### src/rtl/reset_seq_pkg.sv
// reset_seq_pkg: FSM states, domain indices and cause bit positions shared by reset_seq
package reset_seq_pkg;
  typedef enum logic [2:0] {HOLD, STRETCH, REL0, REL1, REL2, RUN} state_t;
  localparam int CNT_W = 10;
  localparam int DOM_BUS = 0;
  localparam int DOM_PERIPH = 1;
  localparam int DOM_CORE = 2;
  localparam int CAUSE_POR = 0;
  localparam int CAUSE_SW = 1;
  localparam int CAUSE_WDT = 2;
  localparam int CAUSE_DBG = 3;
endpackage

### src/rtl/reset_seq.sv
// reset_seq: stretches reset requests, then releases bus, periph and core domains in staggered steps
module reset_seq
  import reset_seq_pkg::*;
#(
  parameter int STRETCH_CYC = 16,
  parameter int STEP_CYC = 8
) (
  input  logic       clk,
  input  logic       rst_n,
  input  logic       sw_rst_req,
  input  logic       wdt_rst_req,
  input  logic       dbg_rst_req,
  output logic [2:0] domain_rst_o,
  output logic       all_released,
  output logic       rst_busy,
  output logic [3:0] rst_cause
);
  if (STRETCH_CYC < 2 || STRETCH_CYC > 1023 || STEP_CYC < 1 || STEP_CYC > 1023) begin : g_bad_param
    $error("reset_seq: STRETCH_CYC or STEP_CYC out of range");
  end
  localparam logic [CNT_W-1:0] STRETCH_LAST = CNT_W'(STRETCH_CYC - 1);
  localparam logic [CNT_W-1:0] STEP_LAST = CNT_W'(STEP_CYC - 1);
  state_t state_q, state_d;
  logic [CNT_W-1:0] cnt_q, cnt_d;
  logic [2:0] dom_d;
  logic [3:0] req, cause_d;
  logic rel_d, req_any;
  always_comb begin
    req = '0;
    req[CAUSE_SW] = sw_rst_req;
    req[CAUSE_WDT] = wdt_rst_req;
    req[CAUSE_DBG] = dbg_rst_req;
    req_any = |req;
    state_d = state_q;
    cnt_d = cnt_q;
    dom_d = domain_rst_o;
    rel_d = all_released;
    cause_d = rst_cause;
    // Any request outside HOLD restarts the whole stretch-and-release sequence
    if (req_any && state_q != HOLD) begin
      state_d = dbg_rst_req ? HOLD : STRETCH;
      cnt_d = '0;
      dom_d = 3'b111;
      rel_d = 1'b0;
    end else begin
      case (state_q)
        HOLD: begin
          cnt_d = '0;
          dom_d = 3'b111;
          rel_d = 1'b0;
          state_d = dbg_rst_req ? HOLD : STRETCH;
        end
        STRETCH: begin
          cnt_d = (cnt_q == STRETCH_LAST) ? '0 : cnt_q + 1'b1;
          dom_d[DOM_BUS] = cnt_q != STRETCH_LAST;
          state_d = (cnt_q == STRETCH_LAST) ? REL0 : STRETCH;
        end
        REL0: begin
          cnt_d = (cnt_q == STEP_LAST) ? '0 : cnt_q + 1'b1;
          dom_d[DOM_PERIPH] = cnt_q != STEP_LAST;
          state_d = (cnt_q == STEP_LAST) ? REL1 : REL0;
        end
        REL1: begin
          cnt_d = (cnt_q == STEP_LAST) ? '0 : cnt_q + 1'b1;
          dom_d[DOM_CORE] = cnt_q != STEP_LAST;
          rel_d = cnt_q == STEP_LAST;
          state_d = (cnt_q == STEP_LAST) ? REL2 : REL1;
        end
        REL2: state_d = RUN;
        default: state_d = RUN;
      endcase
    end
    // A request seen in RUN starts a fresh cause history; otherwise causes accumulate
    if (req_any) cause_d = (state_q == RUN) ? req : rst_cause | req;
  end
  always_ff @(posedge clk) begin
    if (!rst_n) begin
      state_q <= HOLD;
      cnt_q <= '0;
      domain_rst_o <= 3'b111;
      all_released <= 1'b0;
      rst_busy <= 1'b1;
      rst_cause <= 4'(1 << CAUSE_POR);
    end else begin
      state_q <= state_d;
      cnt_q <= cnt_d;
      domain_rst_o <= dom_d;
      all_released <= rel_d;
      rst_busy <= ~rel_d;
      rst_cause <= cause_d;
    end
  end
endmodule
### config.mk
export PLATFORM = sky130hd
export DESIGN_NAME = reset_seq
export DESIGN_NICKNAME = d
export VERILOG_FILES = /design/src/rtl/reset_seq_pkg.sv /design/src/rtl/reset_seq.sv
export SDC_FILE = /design/constraint.sdc
export NUM_CORES = 1
export LEC_CHECK = 0
export CAP_MARGIN = 20
export CORE_AREA = 4 4 57 59
export CTS_CLUSTER_SIZE = 16
export DETAILED_ROUTE_END_ITERATION = 10
export DIE_AREA = 0 0 61 63
export HOLD_SLACK_MARGIN = 0.1
export PLACE_DENSITY = 0.73
export REMOVE_ABC_BUFFERS = 1
export SYNTH_ARGS = -nofsm -noshare
export SYNTH_HDL_FRONTEND = slang
export SYNTH_SLANG_ARGS = --single-unit
export TNS_END_PERCENT = 30
### constraint.sdc
create_clock -name clk -period 1.75 [get_ports clk]
set_input_delay 0.35 -clock clk [delete_from_list [all_inputs] [get_ports clk]]
set_output_delay 0.35 -clock clk [all_outputs]
set_load 0.01 [all_outputs]
==> impl_metrics.csv, run 1 <==
group,metric,value,unit
critical_path,critical-path-max-stage-delay,0.55,ns
drt,drt_iter0_markers,50,
drt,ant_nets,0,
clock_tree,clock_sinks,22,
cells_and_area,fin_util,0.535,
logic_synthesis,synthCells,140,
floorplanning,die_area,3840,sq um
critical_path,cp.required,1.40,ns
drt,wl_per_cell,15.0,um
logic_synthesis,yosys_warnings,0,
critical_path,ff2ff_setup_slack,0.19,ns
critical_path,critPathKind,"reg2out",
floorplanning,fp.dieW,61,um
grt,first_global_vias,1115,
pwr,leakagePower,0.495,nW
cells_and_area,post-route-cell-area,1450,sq um
critical_path,arrival,1.26,ns
floorplanning,rows,19,
critical_path,critPathCaptureType,"output port",
critical_path,crit_start,"domain_rst_o[2]$_SDFFE_PP1N_",
logic_synthesis,yosysUniqueCellTypes,38,
clock_tree,clk-insertion-delay-late,0.32,ns
place,gp_congestion,0.922,
worst_hold_path,holdPathStages,2,
clock_tree,postCtsResizedCells,0,
timing,hold_viol_final,0,
pwr,powerDensity,683,nW/um^2
drt,dr.pass1.iters,5,
logic_synthesis,synthArstFlopShare,0,
drt,viasPerCell,6.08,
critical_path,cpMaxStageDelayCell,"clkdlybuf4s50_1",
critical_path,worst-path-stages,1,
logic_synthesis,yosys_most_used_dff,"dfxtp_1",
place,dpl-instance-area,1400,sq um
timing,slew_headroom,0.691,
clock_tree,tritoncts,"built",
clock_tree,cts_buffers,3,
floorplanning,io_pins,14,
timing,finalSetupViolations,0,
drt,routed_wl,2930,um
grt,grt_max_degree,20,
critical_path,path_delay_family,"buffers and inverters",
timing,clock_skew,0.00870,ns
critical_path,critPathLaunchType,"register",
drt,drc,0,
grt,grt-ovfl-total,0,
cells_and_area,nets,171,
timing,min_period,1.61,ns
critical_path,rr_startpoint,"cnt_q[0]$_SDFFE_PP0P_",
clock_tree,clk_pin_slew,0.13,ns
timing,finalCritPeriodShare,0.919,
critical_path,critPathMaxFanout,3,
critical_path,r2r_end,"cnt_q[5]$_SDFFE_PP0P_",
outcome,status,"completed",
timing,rsz0062_at_grt,"no",
clock_tree,holdBufCountCts,0,
clock_tree,cts_setup_buffers,0,
timing,worstMarginPinSlew,0.462,ns
critical_path,cp-endpoint,"domain_rst_o[2]",
cells_and_area,syn2layout_area_growth,25.5,%
pwr,peakVddDrop,0.471,mV
clock_tree,cts_root_buf,"clkbuf_4",
place,dp_hpwl,2070,um
cells_and_area,drive_gt1_frac,0.140,
clock_tree,clockBufferDepth,2,
timing,fmax,0.622,GHz
floorplanning,dieHeight,63,um
run,maxCapViolCount,0,
critical_path,reg2reg_depth,6,
logic_synthesis,synth_edf_count,0,
critical_path,cp_num_buf_inv,1,
clock_tree,cts_htree_levels,1,
grt,antenna_found_initial,0,
logic_synthesis,yosysSeqAreaShare,0.381,
grt,grt_pass1_wl,5230,um
place,port_buffers,13,
worst_hold_path,worstHoldPathType,"reg2reg",
cells_and_area,mostFrequentLayoutCells,"dfxtp_1, buf_4, a21oi_1, nand2_1, clkdlybuf4s50_1",
cells_and_area,insertedDiodeCount,0,
floorplanning,initial_core_util,0.426,
cells_and_area,final_common_cell,"dfxtp_1",
logic_synthesis,syn_avg_cell_area,8.25,sq um
logic_synthesis,synth_area,1150,sq um
grt,track_usage,0.174,
drt,num_vias,1186,
floorplanning,core,2710,sq um
critical_path,cp_cell_sequence,"clkdlybuf4s50_1",
logic_synthesis,synth-seq-cells,22,
timing,drv_slew,0,
metal layers:
layer,vias up,part of all wire,global-route usage
met5,-,0,0
met4,0,0.019,0.0867
met3,7,0.056,0.0269
met2,45,0.48,0.263
met1,546,0.44,0.233
li1,588,-,-
layout make-up:
cell class,instances,area (sq um)
clock buffer,3,22.5
timing repair buffer,29,250
sequential,22,440
fill,253,1260
inverter,4,15.0
multi-input combinational,105,652
clock inverter,1,30.0
tap,31,38.8
stage by stage:
stage / hold WS [ns] / setup TNS [ns] / cells / setup WS (ns) / power, W
6_report: 0.450 / 0 / 195 / 0.142 / 0.000990
5_1_grt: 0.487 / 0 / 195 / 0.0310 / 0.00103
4_1_cts: 0.454 / 0 / 195 / 0.143 / 0.000994
3_5_place_dp: 0.434 / -0.108 / 191 / -0.0356 / 0.000603
3_3_place_gp: 0.438 / 0 / 191 / 0.0346 / 0.000602
2_1_floorplan: 0.412 / 0 / 131 / 0.137 / 0.000557
power by group:
group / internal, W / total (W) / switching, W / leakage, nW
Clock: 0.000232 / 0.000397 / 0.000165 / 0.0279
Combinational: 0.0000398 / 0.0000798 / 0.0000400 / 0.289
Sequential: 0.000509 / 0.000513 / 0.00000406 / 0.179
Total: 0.000781 / 0.000990 / 0.000209 / 0.495
worst min path at each step:
stage / from / to
detailed placement: rst_cause[0]$_SDFFE_PN1P_ / rst_cause[0]$_SDFFE_PN1P_
global route: rst_cause[0]$_SDFFE_PN1P_ / rst_cause[0]$_SDFFE_PN1P_
floorplan: rst_n / rst_cause[0]$_SDFFE_PN1P_
global placement: rst_cause[0]$_SDFFE_PN1P_ / rst_cause[0]$_SDFFE_PN1P_
CTS: rst_cause[0]$_SDFFE_PN1P_ / rst_cause[0]$_SDFFE_PN1P_
finish: rst_cause[0]$_SDFFE_PN1P_ / rst_cause[0]$_SDFFE_PN1P_
cells in the mapped netlist, types with 3 or more instances:
cell type  count  area [sq um]
inv_1          4          15.0
o211ai_1       3          22.5
a21oi_1       13          65.1
o21ai_0        6          30.0
nand4_1        7          43.8
nand3_1       10          50.1
clkbuf_1       3          11.3
dfxtp_1       22           440
nand2_1       13          48.8
a31oi_1        5          31.3
buf_2          5          25.0
nand4b_1       3          26.3
nor2_1         3          11.3
nor3_1         8          40.0
nor2b_1        5          31.3
cell families after synthesis:
kind of cell	share of synthesized area
and+or+nand+nor	0.320
AOI/OAI and AO/OA	0.226
DFF	0.381
buffers and inverters	0.0542
xor gates and xnor gates	0.00759
adders and majority gates	0.0108
sequential cells by signal, indices dropped and copies added, names as in the netlist:
signal        count
all_released      1
state_q           3
rst_cause         4
rst_busy          1
domain_rst_o      3
cnt_q            10
Power figures use the tool's default switching activity.
==> run 2, diff against run 1 <==
Settings changed: HOLD_SLACK_MARGIN 0.1 to default.
==> results of run 2 <==
No change in the layout: final DEF, timing and power equal those of run 1.
